<file path="src/rtl/dma_axi_rd_burst.sv">
// AXI4 read DMA: one command becomes a chain of INCR bursts (<= MAX_BEATS, never
// crossing 4 KB), streamed to out_* with out_ready passed straight to rready.
module dma_axi_rd_burst #(
  parameter int DATA_W    = 32,
  parameter int ADDR_W    = 32,
  parameter int XFER_W    = 16,
  parameter int MAX_BEATS = 16
) (
  input  logic              clk,
  input  logic              rst,
  input  logic              cfg_valid,
  output logic              cfg_ready,
  input  logic [ADDR_W-1:0] cfg_addr,
  input  logic [XFER_W-1:0] cfg_beats,
  output logic              busy,
  output logic              done,
  output logic              error,
  output logic              out_valid,
  input  logic              out_ready,
  output logic [DATA_W-1:0] out_data,
  output logic              out_last,
  output logic [3:0]        m_axi_arid,
  output logic [ADDR_W-1:0] m_axi_araddr,
  output logic [7:0]        m_axi_arlen,
  output logic [2:0]        m_axi_arsize,
  output logic [1:0]        m_axi_arburst,
  output logic              m_axi_arlock,
  output logic [3:0]        m_axi_arcache,
  output logic [2:0]        m_axi_arprot,
  output logic [3:0]        m_axi_arqos,
  output logic              m_axi_arvalid,
  input  logic              m_axi_arready,
  input  logic [DATA_W-1:0] m_axi_rdata,
  input  logic [1:0]        m_axi_rresp,
  input  logic              m_axi_rlast,
  input  logic              m_axi_rvalid,
  output logic              m_axi_rready,
  output logic [1:0]        dbg_state
);

  localparam int SZ    = $clog2(DATA_W / 8);
  localparam int BYTES = DATA_W / 8;
  localparam int CW    = (XFER_W > 13) ? XFER_W : 13;

  typedef enum logic [1:0] {
    S_IDLE = 2'd0,
    S_ADDR = 2'd1,
    S_DATA = 2'd2,
    S_DONE = 2'd3
  } state_t;

  state_t            state;
  state_t            state_nx;
  logic [ADDR_W-1:0] addr_r;
  logic [XFER_W-1:0] rem_r;
  logic [8:0]        blen_r;
  logic [8:0]        beat_cnt;
  logic              error_r;

  logic [CW-1:0]     rem_w;
  logic [12:0]       rem_cap;
  logic [12:0]       room_4k;
  logic [8:0]        blen;
  logic              beat;
  logic              last_in_burst;
  logic              beat_err;

  // Burst length: remaining beats, capped by MAX_BEATS and by the room left in this 4 KB page.
  always_comb begin
    rem_w   = CW'(rem_r);
    rem_cap = (rem_w >= CW'(MAX_BEATS)) ? 13'(MAX_BEATS) : 13'(rem_w);
    room_4k = (13'd4096 - {1'b0, addr_r[11:0]}) >> SZ;
    blen    = 9'((rem_cap < room_4k) ? rem_cap : room_4k);
  end

  // valid/ready: a transfer happens on a rising edge where both are high; a source
  // holds its payload stable while valid is high and ready is low.
  assign beat          = (state == S_DATA) && m_axi_rvalid && out_ready;
  assign last_in_burst = (beat_cnt == (blen_r - 9'd1));
  assign beat_err      = (m_axi_rresp >= 2'b10) || (last_in_burst != m_axi_rlast);

  always_ff @(posedge clk or posedge rst) begin
    if (rst) begin
      state    <= S_IDLE;
      addr_r   <= '0;
      rem_r    <= '0;
      blen_r   <= '0;
      beat_cnt <= '0;
      error_r  <= 1'b0;
    end else begin
      state <= state_nx;
      case (state)
        S_IDLE: begin
          if (cfg_valid) begin
            addr_r  <= cfg_addr & ~ADDR_W'(BYTES - 1);
            rem_r   <= cfg_beats;
            error_r <= 1'b0;
          end
        end
        S_ADDR: begin
          blen_r   <= blen;
          beat_cnt <= '0;
        end
        S_DATA: begin
          if (beat) begin
            beat_cnt <= beat_cnt + 9'd1;
            addr_r   <= addr_r + ADDR_W'(BYTES);
            if (rem_r != '0) begin
              rem_r <= rem_r - XFER_W'(1);
            end
            if (beat_err) begin
              error_r <= 1'b1;
            end
          end
        end
        default: begin
        end
      endcase
    end
  end

  always_comb begin
    state_nx      = state;
    cfg_ready     = 1'b0;
    m_axi_arvalid = 1'b0;
    m_axi_rready  = 1'b0;
    out_valid     = 1'b0;
    case (state)
      S_IDLE: begin
        cfg_ready = 1'b1;
        if (cfg_valid) begin
          state_nx = (cfg_beats == '0) ? S_DONE : S_ADDR;
        end
      end
      S_ADDR: begin
        m_axi_arvalid = 1'b1;
        if (m_axi_arready) begin
          state_nx = S_DATA;
        end
      end
      S_DATA: begin
        m_axi_rready = out_ready;
        out_valid    = m_axi_rvalid;
        if (beat && last_in_burst) begin
          state_nx = (rem_r == XFER_W'(1)) ? S_DONE : S_ADDR;
        end
      end
      S_DONE: begin
        state_nx = S_IDLE;
      end
      default: begin
        state_nx = S_IDLE;
      end
    endcase
  end

  assign busy     = (state != S_IDLE);
  assign done     = (state == S_DONE);
  assign error    = error_r;
  assign out_data = m_axi_rdata;
  assign out_last = out_valid && (rem_r == XFER_W'(1));

  assign m_axi_arid    = 4'd0;
  assign m_axi_araddr  = addr_r;
  assign m_axi_arlen   = 8'(blen - 9'd1);
  assign m_axi_arsize  = 3'(SZ);
  assign m_axi_arburst = 2'b01;
  assign m_axi_arlock  = 1'b0;
  assign m_axi_arcache = 4'b0010;
  assign m_axi_arprot  = 3'b010;
  assign m_axi_arqos   = 4'd0;
  assign dbg_state     = state;

endmodule

</file>
<file path="config.mk">
export PLATFORM = sky130hd
export DESIGN_NAME = dma_axi_rd_burst
export DESIGN_NICKNAME = d
export VERILOG_FILES = /design/src/rtl/dma_axi_rd_burst.sv
export SDC_FILE = /design/constraint.sdc
export NUM_CORES = 1
export LEC_CHECK = 0
export BUFFER_PORTS_ARGS = -buffer_cell sky130_fd_sc_hd__buf_2
export CAP_MARGIN = 20
export CORE_ASPECT_RATIO = 1.4
export CORE_MARGIN = 4
export CORE_UTILIZATION = 40
export CTS_CLUSTER_SIZE = 24
export DETAILED_ROUTE_END_ITERATION = 16
export PLACE_DENSITY = 0.68
export SLEW_MARGIN = 30
export SYNTH_ARGS = -nofsm -noshare
export SYNTH_HDL_FRONTEND = slang
export SYNTH_SLANG_ARGS = --single-unit
</file>
<file path="constraint.sdc">
create_clock -name clk -period 6.1 [get_ports clk]
set_input_delay 1.22 -clock clk [delete_from_list [all_inputs] [get_ports clk]]
set_output_delay 1.22 -clock clk [all_outputs]
set_load 0.05 [all_outputs]
</file>
-- Yosys cells after proc, flatten, opt, wreduce, memory -nomap -nowiden
Index checks and enable logic that the tools add are counted.
- register bits after elaboration: 69
- output and inout port bits: 103
- word-level logic and storage cells: 68
- add/subtract/negate cells: 6
- order comparisons: 3
- eq/ne operators: 12
- mux-type cells: 25
- reductions and logical operators: 16
- operators by type and width (cell ; number):
    2-to-1 mux 32 bit ; 2
    case mux 32 bit (2 select lines) ; 1
    2-to-1 mux 16 bit ; 3
    adder 32 x 3 -> 32 bit, second input constant ; 1
    case mux 16 bit (2 select lines) ; 1
    2-to-1 mux 9 bit ; 2
    case mux 9 bit (2 select lines) ; 1
    equality test 16 x 1 -> 1 bit, second input constant ; 1
    >= comparator 16 x 5 -> 1 bit, second input constant ; 1
    zero test 16 bit ; 1
    nonzero test 16 bit ; 1
    subtractor 16 x 1 -> 16 bit, second input constant ; 1
    < comparator 13 x 11 -> 1 bit ; 1
    2-to-1 mux 13 bit ; 1
    subtractor 13 x 12 -> 13 bit, first input constant ; 1
    2-to-1 mux 2 bit ; 5
    adder 9 x 1 -> 9 bit, second input constant ; 1
    equality test 9 bit ; 1
    subtractor 9 x 1 -> 9 bit, second input constant ; 1
    inequality test 2 bit, second input constant ; 4
    case mux 2 bit (4 select lines) ; 1
    AND reduction 4 bit ; 2
    subtractor 8 x 1 -> 8 bit, second input constant ; 1
    2-to-1 mux 1 bit ; 7
    12 further kinds ; 20

-- Depth between registers and ports, before layout
Gate-level depths: netlist of run 1.
- depth in word-level cells: 7
- depth in mapped cells: 17

-- Least setup slack after synthesis of run 1
OpenSTA, ideal clock, no wires.
- kind: flip-flop to output port
- start: register addr_r[2], in the netlist m_axi_araddr[2]
- end: output port m_axi_arlen[6]
- data arrival time: 5306 ps
- data required time: 4880 ps
- slack: -426 ps
- cell stages (with the launch flop): 17
- path buffers: 2
- path through: dfrtp_1 clkbuf_1 inv_1 ha_1 xor2_1 ha_1 a21o_1 a21oi_1 nor2b_1 a2111oi_2 o31a_1 buf_2 mux2i_1 ha_1 nand3_1 xnor2_1 o21ai_1
- cells in the longest elaborated chain, start to end: 4
- RTL lines (item ; RTL line ; RTL):
    start, declared ; 54 ; logic [ADDR_W-1:0] addr_r;
    start signal, assigned ; 95 ; addr_r <= cfg_addr & ~ADDR_W'(BYTES - 1);
    start signal, assigned ; 107 ; addr_r <= addr_r + ADDR_W'(BYTES);
    subtractor 13 x 12 -> 13 bit * ; 72 ; room_4k = (13'd4096 - {1'b0, addr_r[11:0]}) >> SZ;
    < comparator 13 x 11 -> 1 bit ; 73 ; blen = 9'((rem_cap < room_4k) ? rem_cap : room_4k);
    2-to-1 mux 9 bit * ; 73 ;
    subtractor 8 x 1 -> 8 bit * ; 165 ; assign m_axi_arlen = 8'(blen - 9'd1);
    end, declared ; 24 ; output logic [7:0] m_axi_arlen,
Every way passes the cells marked *; elsewhere a longest branch is shown, timed or not.

-- Worst setup path after layout of run 1
- start: register rem_r[4]
- end: output port m_axi_arlen[6]
- cells in the longest elaborated chain, start to end: 5
- RTL lines (item ; RTL line ; RTL):
    start, declared ; 55 ; logic [XFER_W-1:0] rem_r;
    start signal, assigned ; 96 ; rem_r <= cfg_beats;
    start signal, assigned ; 109 ; rem_r <= rem_r - XFER_W'(1);
    >= comparator 16 x 5 -> 1 bit ; 71 ; rem_cap = (rem_w >= CW'(MAX_BEATS)) ? 13'(MAX_BEATS) : 13'(rem_w);
    2-to-1 mux 13 bit * ; 71 ;
    < comparator 13 x 11 -> 1 bit ; 73 ;
    2-to-1 mux 9 bit * ; 73 ;
    subtractor 8 x 1 -> 8 bit * ; 165 ;
Marks and branches as above.

==> results summary, run 1 <==
The number of buffers and inverters on the critical path is 2. The share of async-settable or async-resettable flops after synthesis is 100%. Leaving out fill and tap cells, the most frequent cells in the layout are sky130_fd_sc_hd__buf_2 (101), sky130_fd_sc_hd__a21oi_1 (75), sky130_fd_sc_hd__dfrtp_1 (67).

The filler cell count came out at 1,265. The count of final setup violators came out at 0. The total core area came out at 12,500 um^2.

The first detailed-routing pass took 5 iterations. The setup path with the least slack is of type reg -> out. The average cell area after synthesis came out at between 7 and 8 um^2. The per-cell routed wire length came out at 16.0 um. The peak supply drop is around 0.29 mV. The area added between synthesis and finish came out at 12.7%. The pin slew with the least headroom to its limit is approximately 0.85 ns. The wire length of the first global-routing pass is 23.1 mm. The flow ran to the end, and the final reports show no timing, DRC or antenna violations.

The setup skew after layout came out at 0.00727 ns. The distinct cell type count after synthesis came out at a little under 60. The fmax is 0.176 GHz. The delay of the slowest cell on the worst path came out at ~0.44 ns. The number of nets with antenna violations after detailed routing is 0. Synthesis inferred 67 register bits.

After global routing the overflow that remains totals 0. The synthesized instance count is 666. The type of destination of the critical path is a primary output. The effective utilization at floorplan came out at 41.5%.

The die footprint is about 15,000 um^2. The maximum count of clock buffers along a single path is 2. The tree built by TritonCTS fans out to 67 sinks. The number of nets in the layout is slightly above 800.

CTS placed an instance of sky130_fd_sc_hd__clkbuf_16 at the clock tree root. In this run the tightest slew margin relative to its limit is 43.1%. The clock transition at the registers of the reported paths came out at 0.06 ns. On the final layout, the worst hold slack is 0.498 ns. The kind of cell with the highest combined delay along the critical path is simple AND/OR/NAND/NOR gates. The share of cells above drive strength 1 came out at 19.7%. The number of global-route vias before repair came out at 4,903. The final wirelength came out at between 10 and 15 mm. The height of the die came out at around 140 um. For this block, the via count after detailed routing is 4,957. In this run, synthesis inferred 0 flip-flops with an integrated enable. The standby leakage power came out at about 2.5 nW. The cell seen most often among critical-path stages is sky130_fd_sc_hd__ha_1. Once placement completed, the tool counted placed cells totaling approximately 860.

The H-tree was split into 3 levels. The count of input and output buffers came out at 101. The total DRC errors in the routed layout is 0.

The total power divided by cell area is about 610 nW/um^2. TritonCTS built the clock tree. The floorplan step set the die width to roughly 100 um. Of the available clock period, the critical path in the final layout requires 93.4%.

The area used by multi-input combinational logic came out at ~3000 um^2. The part of the Yosys area used for sequential elements came out at between 30% and 40%. The number of core rows is 48.

Buffers inserted to repair hold after CTS numbered 0. For the final routed database, the setup TNS stands at 0 ns. In this run, the number of DRC markers left after iteration 0 of detailed routing was 296. Among all stages on the critical path, the largest delay is contributed by sky130_fd_sc_hd__dfrtp_1.

For the worst-skew pair, the clock arrives at the later sink with an insertion delay of roughly 0.33 ns. The min-delay analysis places its worst path in the category reg -> reg. Setup repair after global routing left no endpoint under its margin.

The clock buffer count from CTS is 9. The count of endpoints failing hold in the final timing report is 0. Yosys printed 0 warnings. The data arrival at the endpoint of the critical path is 4.47 ns. The post-synthesis instance area came out at ~5200 um^2.

The global-route total usage across every layer is between 10% and 20%. The max-capacitance violation count came out at 0. The routability congestion estimate came out at 0.831. The critical-path maximum fanout is 7. Walking the worst path, the cells encountered are nor3_2 -> nand3b_1 -> nor2_4 -> nand2_1 -> inv_1 -> ha_1 -> a21o_1 -> a21oi_1 -> nor2b_1 -> a2111oi_4 -> o31a_1 -> mux2i_1 -> ha_1 -> nand3_1 -> xnor2_1 -> o21ai_2 -> buf_2. The repair_antennas step left the layout with diodes totalling 0. The final critical path time including I/O delays and setup is around 5.7 ns. The count of placed standard cells in the final layout, fillers left out is 877. The detail-routed via count per cell is roughly 5.7.

The total area of sequential cells is ~1700 um^2. The number of pins with negative max-slew slack in the final report was 0. The HPWL after detailed placement is between 10 and 15 mm.

The maximum number of pins on one net before global-route repair came out at between 80 and 90. The library cell used most frequently in the layout, excluding fill and tap cells, is sky130_fd_sc_hd__buf_2. Data on the critical path is required at its endpoint by a little under 5 ns.

The initial antenna violation count came out at 1. The boundary pin count is ~190. Among all flip-flop cells after synthesis, the most frequent one is sky130_fd_sc_hd__dfrtp_1. The worst setup path is launched from a flip-flop.
==> routing by layer <==
metal  wire [um]  vias up  track usage [%]  share of wire [%]
li1            -     2396                -                  -
met1        5680     2351             22.1                 40
met2        7300      178             33.2                 52
met3         769       30             3.93                5.5
met4         277        2             6.79                2.0
met5           7        -                0              0.050
==> repair_timing <==
| action | in CTS | in global routing |
|---|---|---|
| setup buffers | 0 | 0 |
| gates resized for setup | 0 | 2 |
| endpoints found under the setup margin | 0 | 2 |
==> kinds of logic (layout without fill, tap and decap cells) <==
group                      Yosys count  after routing  share of synthesized area [%]
buffers and inverters              111            145                           12.2
DFF                                 67             67                           32.4
other                                2             29                          0.145
adders and majority gates           19             19                           4.59
muxes                                6              6                           1.21
AOI/OAI and AO/OA                  194            194                           22.2
xor gates and xnor gates            30             30                           5.07
and+or+nand+nor                    237            237                           22.3
==> power breakdown <==
group / leakage, nW / switching [mW] / internal (mW) / total (mW)
Sequential: 0.799 / 0.281 / 0.633 / 0.914
Combinational: 1.58 / 1.46 / 0.622 / 2.08
Clock: 0.153 / 0.200 / 0.359 / 0.559
==> Yosys cell counts (all sizes together) (6+ instances only) <==
| library cell | n | share of area [%] |
|---|---|---|
| a21oi | 75 | 7.2 |
| dfrtp | 67 | 32 |
| nand2 | 66 | 4.8 |
| nor2 | 65 | 4.9 |
| buf | 59 | 8.4 |
| o21ai | 56 | 5.4 |
| clkbuf | 30 | 2.2 |
| nand3 | 29 | 2.8 |
| inv | 22 | 1.6 |
| xnor2 | 20 | 3.4 |
| ha | 19 | 4.6 |
| nor3 | 18 | 1.9 |
| o22ai | 16 | 1.9 |
| nand4 | 11 | 1.3 |
| xor2 | 10 | 1.7 |
| and2 | 9 | 1.1 |
| a31oi | 7 | 0.85 |
| and3 | 7 | 0.85 |
| nor4 | 7 | 0.97 |
| nand2b | 6 | 0.72 |
| o31ai | 6 | 1.1 |
==> cell type report <==
type,instances,share of cell area [%]
Sequential cell,67,28.7
Tap cell,150,3.22
Multi-Input combinational cell,515,51.7
Clock inverter,6,1.54
Inverter,22,1.42
Clock buffer,10,3.92
Timing Repair Buffer,107,9.50
==> flip-flops by register name, indices dropped and copies added (netlist names) <==
| register | count |
|---|---|
| blen_r | 9 |
| rem_r | 16 |
| m_axi_araddr | 30 |
| beat_cnt | 9 |
| error | 1 |
| dbg_state | 2 |
==> through the flow <==
stage                     util [%]  instance area, um^2  power [mW]  setup slack, ns
after CTS                     46.5                 5810        3.55            0.223
after floorplan                  -                 5290        2.57           0.0635
final                         46.7                 5830        3.55            0.406
after global routing          46.7                 5830        3.80           0.0419
after detailed placement      44.0                 5490        2.98            0.574
after global placement        44.0                 5490        2.91            0.789
==> path summary, 6_finish.rpt <==
kind	cells past startpoint	startpoint	slack, ns	endpoint
worst max-delay path	17	rem_r[4]	0.41	m_axi_arlen[6]
worst min-delay path	1	rem_r[15]	0.50	rem_r[15]
worst max register to register	13	rem_r[4]	2.73	blen_r[0]
worst min register to register	1	rem_r[15]	0.50	rem_r[15]
max in group asynchronous	3	rst	4.61	rem_r[5]
min in group asynchronous	3	rst	1.04	m_axi_araddr[6]
Power figures use the tool's default switching activity.
==> run 2: changes to the inputs <==
--- a/config.mk
+++ b/config.mk
@@ -12,7 +12,7 @@
 export CORE_UTILIZATION = 40
 export CTS_CLUSTER_SIZE = 24
 export DETAILED_ROUTE_END_ITERATION = 16
-export PLACE_DENSITY = 0.68
+export PLACE_DENSITY = 0.71
 export SLEW_MARGIN = 30
 export SYNTH_ARGS = -nofsm -noshare
 export SYNTH_HDL_FRONTEND = slang
==> constraint.sdc (replaced) <==
create_clock -name clk -period 5.2 [get_ports clk]
set_input_delay 1.04 -clock clk [delete_from_list [all_inputs] [get_ports clk]]
set_output_delay 1.04 -clock clk [all_outputs]
set_load 0.05 [all_outputs]
==> results summary, run 2 (synthesized netlist as in run 1, its figures left out) <==
The number of pins with negative max-slew slack in the final report is 0 (unchanged). The worst setup path is launched from a flip-flop. The number of antenna cells inserted came to 0 (unchanged). The count of input and output buffers is 101 (unchanged). The hold buffer count at CTS is 0 (unchanged).

The setup skew after layout came out at 0.0108 ns (+0.00356 ns). The wire length of the first global-routing pass came out at 21.8 mm (-5.6%). The count of endpoints failing hold in the final timing report is 0 (unchanged).

In this run the clock root is driven by a sky130_fd_sc_hd__clkbuf_16. The number of nets with antenna violations after detailed routing is 0 (unchanged). The final wirelength came out at 13.7 mm (-2.7%). The total number of vias is 4,828 (-2.6%). The detail-routed via count per cell came to 5.47 (-3.3%). The total core area was 12,500 um^2 (unchanged).

The horizontal extent of the die was 104 um (unchanged). The critical-path maximum fanout came out at 10 (+3). The number of iterations in the first detailed-routing pass is 5 (unchanged). The critical path ends at m_axi_arlen[6].

The pin slew with the least headroom to its limit came to 0.849 ns (-0.00463 ns). The clock transition at the registers of the reported paths is 0.06 ns (about the same). The detailed placement HPWL came out at 9.99 mm (-3.4%). The switching fraction of total power was 54.7% (about the same). The clock insertion delay at the later pin of the skew report is 0.33 ns (about the same). The height of the die came to 143 um (unchanged). The filler cell count is 1,246 (-1.5%).

The worst setup path is captured at a primary output. The relative slew slack is 43.4% (+0.31 points). The path depth of the worst reg2reg path is 12 (-1).

The clock buffer count from CTS came out at 9 (unchanged). The total power divided by cell area came out at 707 nW/um^2 (+16%). The routability congestion estimate came out at 0.877 (+5.6%).

The total DRC errors in the routed layout came to 0 (unchanged). The standby leakage power is 2.57 nW (+1.4%). The count of final setup violators is 0 (unchanged). The cell-internal power came to 1.91 mW (+18%). TritonCTS built the clock tree. The number of core rows came out at 48 (unchanged).

The die footprint came to 14,900 um^2 (unchanged). The clock network fraction of design power is 14.6% (-1.1 points). The startpoint identified for the worst register-to-register timing path is m_axi_araddr[3]. The endpoint of the lowest-slack register-to-register path is blen_r[0].

The peak supply drop came to 0.369 mV (+28%). The area growth from synthesis to layout is 15.1%. The launch point of the critical path is m_axi_araddr[3]. The total power is 4.21 mW (+18%). The share of cells above drive strength 1 came out at 21.8% (+2.2 points). The sequential fraction of design power is 25.2% (-0.5 points).

The effective utilization at floorplan came to 41.5% (unchanged). The flip-flop count of the largest register, all copies and words added is 30 (unchanged). The critical path data required time is 4.16 ns (-0.72 ns). The setup path with the least slack is of type reg -> out.

In the layout the commonest cells are sky130_fd_sc_hd__buf_2 (100), sky130_fd_sc_hd__a21oi_1 (75), sky130_fd_sc_hd__nand2_1 (66). The reg2reg setup slack came out at 2.19 ns (-0.54 ns). The power share of the combinational group was 60.3% (+1.7 points). The total grt overflow is 0 (unchanged).

The portion of the clock cycle consumed by the worst path in the final layout is 96.3%. The min-delay analysis places its worst path in the category reg -> reg. Leaving out fill and tap cells, the most frequent cell in the layout is sky130_fd_sc_hd__buf_2. The boundary pin count came out at 192 (unchanged). The worst slack on hold paths came out at 0.516 ns (+0.0187 ns). The final critical path time including I/O delays and setup is roughly 5 ns.

The count of clock tree sinks is 67 (unchanged). The data arrival at the endpoint of the critical path is 3.97 ns (-0.50 ns). The net load switching power was 2.30 mW (+19%). The initial antenna violation count came out at 0 (-1). The number of DRC markers after the initial detailed-route iteration was 213 (-28%). The maximum count of clock buffers along a single path came out at 2 (unchanged). The max-capacitance violation count is 0 (unchanged).

The number of global-route vias before repair came out at 4,563 (-6.9%). The number of nets in the layout is 836 (+0.72%). The global-route total usage across every layer came out at 17.9% (-0.69 points).

The fmax is approximately 0.20 GHz. The maximum number of pins on one net before global-route repair is 84 (unchanged). The per-cell routed wire length came out at 15.5 um (-3.3%). The flow ran to the end, and the final reports show no timing, DRC or antenna violations. The H-tree depth reported by CTS came out at 3 (unchanged).
## run 2: changes by cell type in the layout (fill, tap and decap cells not counted), moves of 2 or more
cell,before,now
sky130_fd_sc_hd__nor3_2,2,4
sky130_fd_sc_hd__xnor2_1,20,18
sky130_fd_sc_hd__mux2i_4,0,2
sky130_fd_sc_hd__xnor2_2,0,2
sky130_fd_sc_hd__dfrtp_2,0,2
sky130_fd_sc_hd__dfrtp_1,67,65
sky130_fd_sc_hd__buf_4,5,12
sky130_fd_sc_hd__nor3_1,16,14
## run 2: final cells by class
| cell class | count | area (um^2) | area share [%] |
|---|---|---|---|
| Multi-Input combinational cell | 515 | 3110 | 52.1 |
| Sequential cell | 67 | 1680 | 28.2 |
| Timing Repair Buffer | 113 | 602 | 10.1 |
| Clock buffer | 9 | 225 | 3.78 |
| Tap cell | 150 | 188 | 3.15 |
| Inverter | 22 | 82.6 | 1.39 |
| Clock inverter | 7 | 76.3 | 1.28 |
## run 2: worst min path at each step
stage | startpoint | to | slack [ns] | depth (start not counted)
after CTS | rem_r[15] | rem_r[15] | 0.50 | 1
after floorplan | rem_r[15] | rem_r[15] | 0.46 | 1
after detailed placement | rem_r[15] | rem_r[15] | 0.48 | 1
after global routing | rem_r[15] | rem_r[15] | 0.54 | 1
after global placement | rem_r[15] | rem_r[15] | 0.48 | 1
final | blen_r[8] | blen_r[8] | 0.52 | 2
## run 2: repair_timing
| action | 4_1_cts | 5_1_grt |
|---|---|---|
| setup endpoints to repair | 2 | 2 |
| resized for setup | 2 | 9 |
| pin swaps | 1 | 5 |
| setup buffers | 1 | 1 |
## run 2: metal layers
metal  share of wire [%]  wire, um  global-route usage, %
met1                  41      5650                   21.3
met2                  52      7070                   31.8
met3                 5.1       693                   4.07
met4                 1.9       258                   6.44
met5                   0         0                      0
## run 2: power by group through the flow
| stage | Sequential [mW] | Clock, mW | Combinational (mW) |
|---|---|---|---|
| floorplan | 1.38 | 0 | 1.69 |
| global placement | 1.05 | 0 | 2.47 |
| detailed placement | 1.05 | 0 | 2.49 |
| CTS | 1.05 | 0.626 | 2.52 |
| global route | 1.10 | 0.651 | 2.76 |
| finish | 1.06 | 0.614 | 2.54 |
## run 2: critical path, stage by stage, from the launching register on
cell	delay, ns
sky130_fd_sc_hd__dfrtp_2	0.47
sky130_fd_sc_hd__inv_1	0.10
sky130_fd_sc_hd__ha_1	0.25
sky130_fd_sc_hd__xor2_1	0.32
sky130_fd_sc_hd__ha_1	0.31
sky130_fd_sc_hd__a21o_1	0.16
sky130_fd_sc_hd__a21oi_1	0.16
sky130_fd_sc_hd__nor2b_1	0.09
sky130_fd_sc_hd__a2111oi_4	0.30
sky130_fd_sc_hd__o31a_1	0.17
sky130_fd_sc_hd__buf_4	0.16
sky130_fd_sc_hd__mux2i_4	0.30
sky130_fd_sc_hd__ha_4	0.21
sky130_fd_sc_hd__nand3_1	0.11
sky130_fd_sc_hd__xnor2_2	0.19
sky130_fd_sc_hd__o21ai_4	0.17
sky130_fd_sc_hd__buf_6	0.17
## run 2: through the flow
step	area, um^2	worst slack [ns]	instances	util [%]	TNS [ns]
5_1_grt	5960	-0.0464	883	47.7	-0.0464
6_report	5960	0.193	883	47.7	0
2_1_floorplan	5360	0.0774	693	-	0
3_5_place_dp	5580	0.220	865	44.7	0
4_1_cts	5900	0.0549	882	47.2	0
3_3_place_gp	5580	0.304	865	44.7	0
==> run 3: changes to the inputs <==
--- a/config.mk
+++ b/config.mk
@@ -7,12 +7,14 @@
 export LEC_CHECK = 0
 export BUFFER_PORTS_ARGS = -buffer_cell sky130_fd_sc_hd__buf_2
 export CAP_MARGIN = 20
+export CELL_PAD_IN_SITES_DETAIL_PLACEMENT = 1
+export CELL_PAD_IN_SITES_GLOBAL_PLACEMENT = 1
 export CORE_ASPECT_RATIO = 1.4
 export CORE_MARGIN = 4
-export CORE_UTILIZATION = 40
+export CORE_UTILIZATION = 38
 export CTS_CLUSTER_SIZE = 24
 export DETAILED_ROUTE_END_ITERATION = 16
-export PLACE_DENSITY = 0.71
+export PLACE_DENSITY = 0.87
 export SLEW_MARGIN = 30
 export SYNTH_ARGS = -nofsm -noshare
 export SYNTH_HDL_FRONTEND = slang
==> constraint.sdc (replaced) <==
create_clock -name clk -period 6.5 [get_ports clk]
set_input_delay 1.3 -clock clk [delete_from_list [all_inputs] [get_ports clk]]
set_output_delay 1.3 -clock clk [all_outputs]
set_load 0.05 [all_outputs]
==> results summary, run 3 (synthesized netlist as in run 1, its figures left out) <==
The clock tree from TritonCTS is done. The global-route total usage across every layer was 19.6% (+1.7 points). The relative slew slack is 45.3% (+1.9 points). The total power divided by cell area is 574 nW/um^2 (-19%). The setup skew after layout is 0.00780 ns (-0.00303 ns). The max-capacitance violation count was 0 (unchanged). The number of nets with antenna violations after detailed routing came out at 0 (unchanged).

The height of the die was 146 um (+2.5%). The start of the worst register-to-register path is rem_r[4]. For this run, the top clock speed supported by timing is approximately 0.17 GHz. The maximum count of clock buffers along a single path came out at 2 (unchanged). The count of clock tree sinks came to 67 (unchanged). Setup repair after global routing left no endpoint under its margin. The H-tree depth reported by CTS came out at 3 (unchanged).

The slowest cell on the critical path is sky130_fd_sc_hd__dfrtp_1. The area used by multi-input combinational logic is 2990 um^2 (-3.6%). The critical path data required time is 5.20 ns (+1.04 ns). The flow ran to the end, and the final reports show no timing, DRC or antenna violations. The critical path capture point is m_axi_arlen[6]. The clock transition at the registers of the reported paths came out at 0.06 ns (about the same). The final wirelength came out at 15.3 mm (+12%). The total DRC errors in the routed layout came to 0 (unchanged). The number of global-route vias before repair is 5,064 (+11%).

The signal on the critical path passes through nor3_2 -> nand3b_1 -> nor2_2 -> nand2_1 -> inv_1 -> ha_1 -> a21o_1 -> a21oi_1 -> nor2b_1 -> a2111oi_2 -> o31a_2 -> mux2i_1 -> ha_1 -> nand3_1 -> xnor2_1 -> o21ai_1 -> buf_2. Relative to the synthesized area, the layout overhead comes to 12.7%. The clock insertion delay at the later pin of the skew report is 0.33 ns (about the same). The number of iterations in the first detailed-routing pass was 4 (-1). The total area of sequential cells is 1680 um^2 (-0.15%).

The cell depth of the worst hold path came out at 1 (-1). The final sum of negative setup slack came to 0 ns (unchanged). The data arrival at the endpoint of the critical path is 4.65 ns (+0.68 ns). The final critical path time including I/O delays and setup is ~6 ns. The root buffer cell chosen for the clock tree is sky130_fd_sc_hd__clkbuf_16. The number of antenna cells inserted is 0 (unchanged). The count of placed standard cells in the final layout, fillers left out is 908 (+2.8%). Broken down by cell family, the worst path's largest delay share belongs to compound AO/OA/AOI/OAI gates. The count of endpoints failing hold in the final timing report is 0 (unchanged). The peak supply drop is 0.287 mV (-22%). The filler cell count is 1,733 (+39%). The maximum number of pins on one net before global-route repair came out at 84 (unchanged). The effective utilization at floorplan is 38.7% (-2.8 points). The launch instance of the worst min-delay path is rem_r[15]. The number of buffers and inverters on the critical path came out at 2 (-1).

The most common cell after layout, fill and taps aside is sky130_fd_sc_hd__buf_2. The hold buffer count at CTS is 0 (unchanged). The startpoint-to-endpoint class of the critical path is reg -> out.

The number of core rows is 50 (+4.2%). Among the stages of the critical path, the cell type that occurs most often is sky130_fd_sc_hd__ha_1. The count of input and output buffers is 101 (unchanged). The standby leakage power came out at 2.53 nW (-1.5%). The number of pins with negative max-slew slack in the final report came out at 0 (unchanged). The per-cell routed wire length is 16.9 um (+9.2%). The critical-path maximum fanout came to 11 (+1). The detailed placement HPWL came to 11.3 mm (+13%). The type of the worst min-delay path is reg -> reg. The wire length of the first global-routing pass was 25.0 mm (+15%). The clock buffer count from CTS came out at 9 (unchanged). The total power is 3.35 mW (-20%). The count of final setup violators came out at 0 (unchanged). The number of nets in the layout was 829 (-0.84%). The count of placed standard cells including taps is 892 (+3.1%). The share of cells above drive strength 1 came out at 19.6% (-2.3 points).

The horizontal extent of the die is 107 um (+2.4%). The total grt overflow came out at 0 (unchanged). Of the available clock period, the critical path in the final layout requires between 90% and 100%. The detail-routed via count per cell came to 5.48 (+0.31%). The reg2reg setup slack came out at 2.96 ns (+0.77 ns).

The routability congestion estimate came out at 0.801 (-8.7%). The endpoint of the lowest-slack register-to-register path is blen_r[0]. The die footprint was 15,600 um^2 (+4.9%). The boundary pin count is 192 (unchanged). The top cell types in the final layout, fill and taps aside, are sky130_fd_sc_hd__buf_2 (101), sky130_fd_sc_hd__a21oi_1 (75), sky130_fd_sc_hd__dfrtp_1 (67). The initial antenna violation count came out at 1 (+1). The number of DRC markers after the initial detailed-route iteration came out at 143 (-33%).

STA classifies the critical path startpoint as a flip-flop. STA classifies the critical path endpoint as a primary output. The flip-flop count of the largest register, all copies and words added came out at 30 (unchanged). The number of post-CTS setup repair buffers is 0 (-1). The share of the core filled with cells is 43.6% (-4.1 points). The total number of vias came out at 4,980 (+3.1%). The pin slew with the least headroom to its limit came out at 0.821 ns (-0.0279 ns). The total core area is 13,400 um^2 (+7.2%). The cell depth of the worst setup path was 17 (+1). The launch point of the critical path is rem_r[4].

The delay of the slowest cell on the worst path came out at 0.44 ns (-0.03 ns). The path depth of the worst reg2reg path came to 13 (+1).
## run 3: through the flow
| step | area (um^2) | worst slack [ns] | hold WS [ns] |
|---|---|---|---|
| floorplan | 5280 | 0.174 | 0.458 |
| global placement | 5520 | 0.890 | 0.477 |
| detailed placement | 5520 | 0.766 | 0.488 |
| CTS | 5830 | 0.404 | 0.506 |
| global route | 5840 | 0.0857 | 0.536 |
| finish | 5840 | 0.555 | 0.512 |
## run 3: worst min path at each step
stage,end,slack [ns]
finish,rem_r[15],0.51
global route,rem_r[15],0.54
CTS,rem_r[15],0.51
detailed placement,rem_r[15],0.49
global placement,rem_r[15],0.48
floorplan,rem_r[15],0.46
## run 3: power by group
| group | internal (mW) | switching [mW] |
|---|---|---|
| combinational | 0.576 | 1.40 |
| sequential | 0.594 | 0.263 |
| clock | 0.333 | 0.184 |
| total | 1.50 | 1.84 |
## run 3: layer usage
| layer | GRT usage (%) | part of all wire, % |
|---|---|---|
| met4 | 7.87 | 2.8 |
| met3 | 3.23 | 4.0 |
| met1 | 23.3 | 41 |
| met5 | 0 | 0.046 |
| met2 | 34.8 | 52 |
## run 3: worst register-to-register path: stages (launching register included)
cell                        delay (ns)
sky130_fd_sc_hd__dfrtp_1          0.44
sky130_fd_sc_hd__nor3_2           0.31
sky130_fd_sc_hd__nand3b_1         0.24
sky130_fd_sc_hd__nor2_2           0.36
sky130_fd_sc_hd__nand2_1          0.12
sky130_fd_sc_hd__inv_1            0.07
sky130_fd_sc_hd__ha_1             0.24
sky130_fd_sc_hd__a21o_1           0.16
sky130_fd_sc_hd__a21oi_1          0.15
sky130_fd_sc_hd__nor2b_1          0.08
sky130_fd_sc_hd__a2111oi_2        0.44
sky130_fd_sc_hd__o31a_2           0.38
sky130_fd_sc_hd__mux2i_2          0.31
sky130_fd_sc_hd__o21ai_1          0.09
## run 3: timing repair
item,in CTS,in global routing
resized for setup,0,1
endpoints found under the hold margin,0,0
endpoints found under the setup margin,0,1
## run 3: area by class of cell
cell class / instances / area share [%]
repair buffers: 106 / 9.37
clock inverters: 6 / 1.37
multi-input cells: 515 / 51.3
well taps: 182 / 3.90
inverters: 22 / 1.42
clock buffers: 10 / 3.92
flip-flops and latches: 67 / 28.7
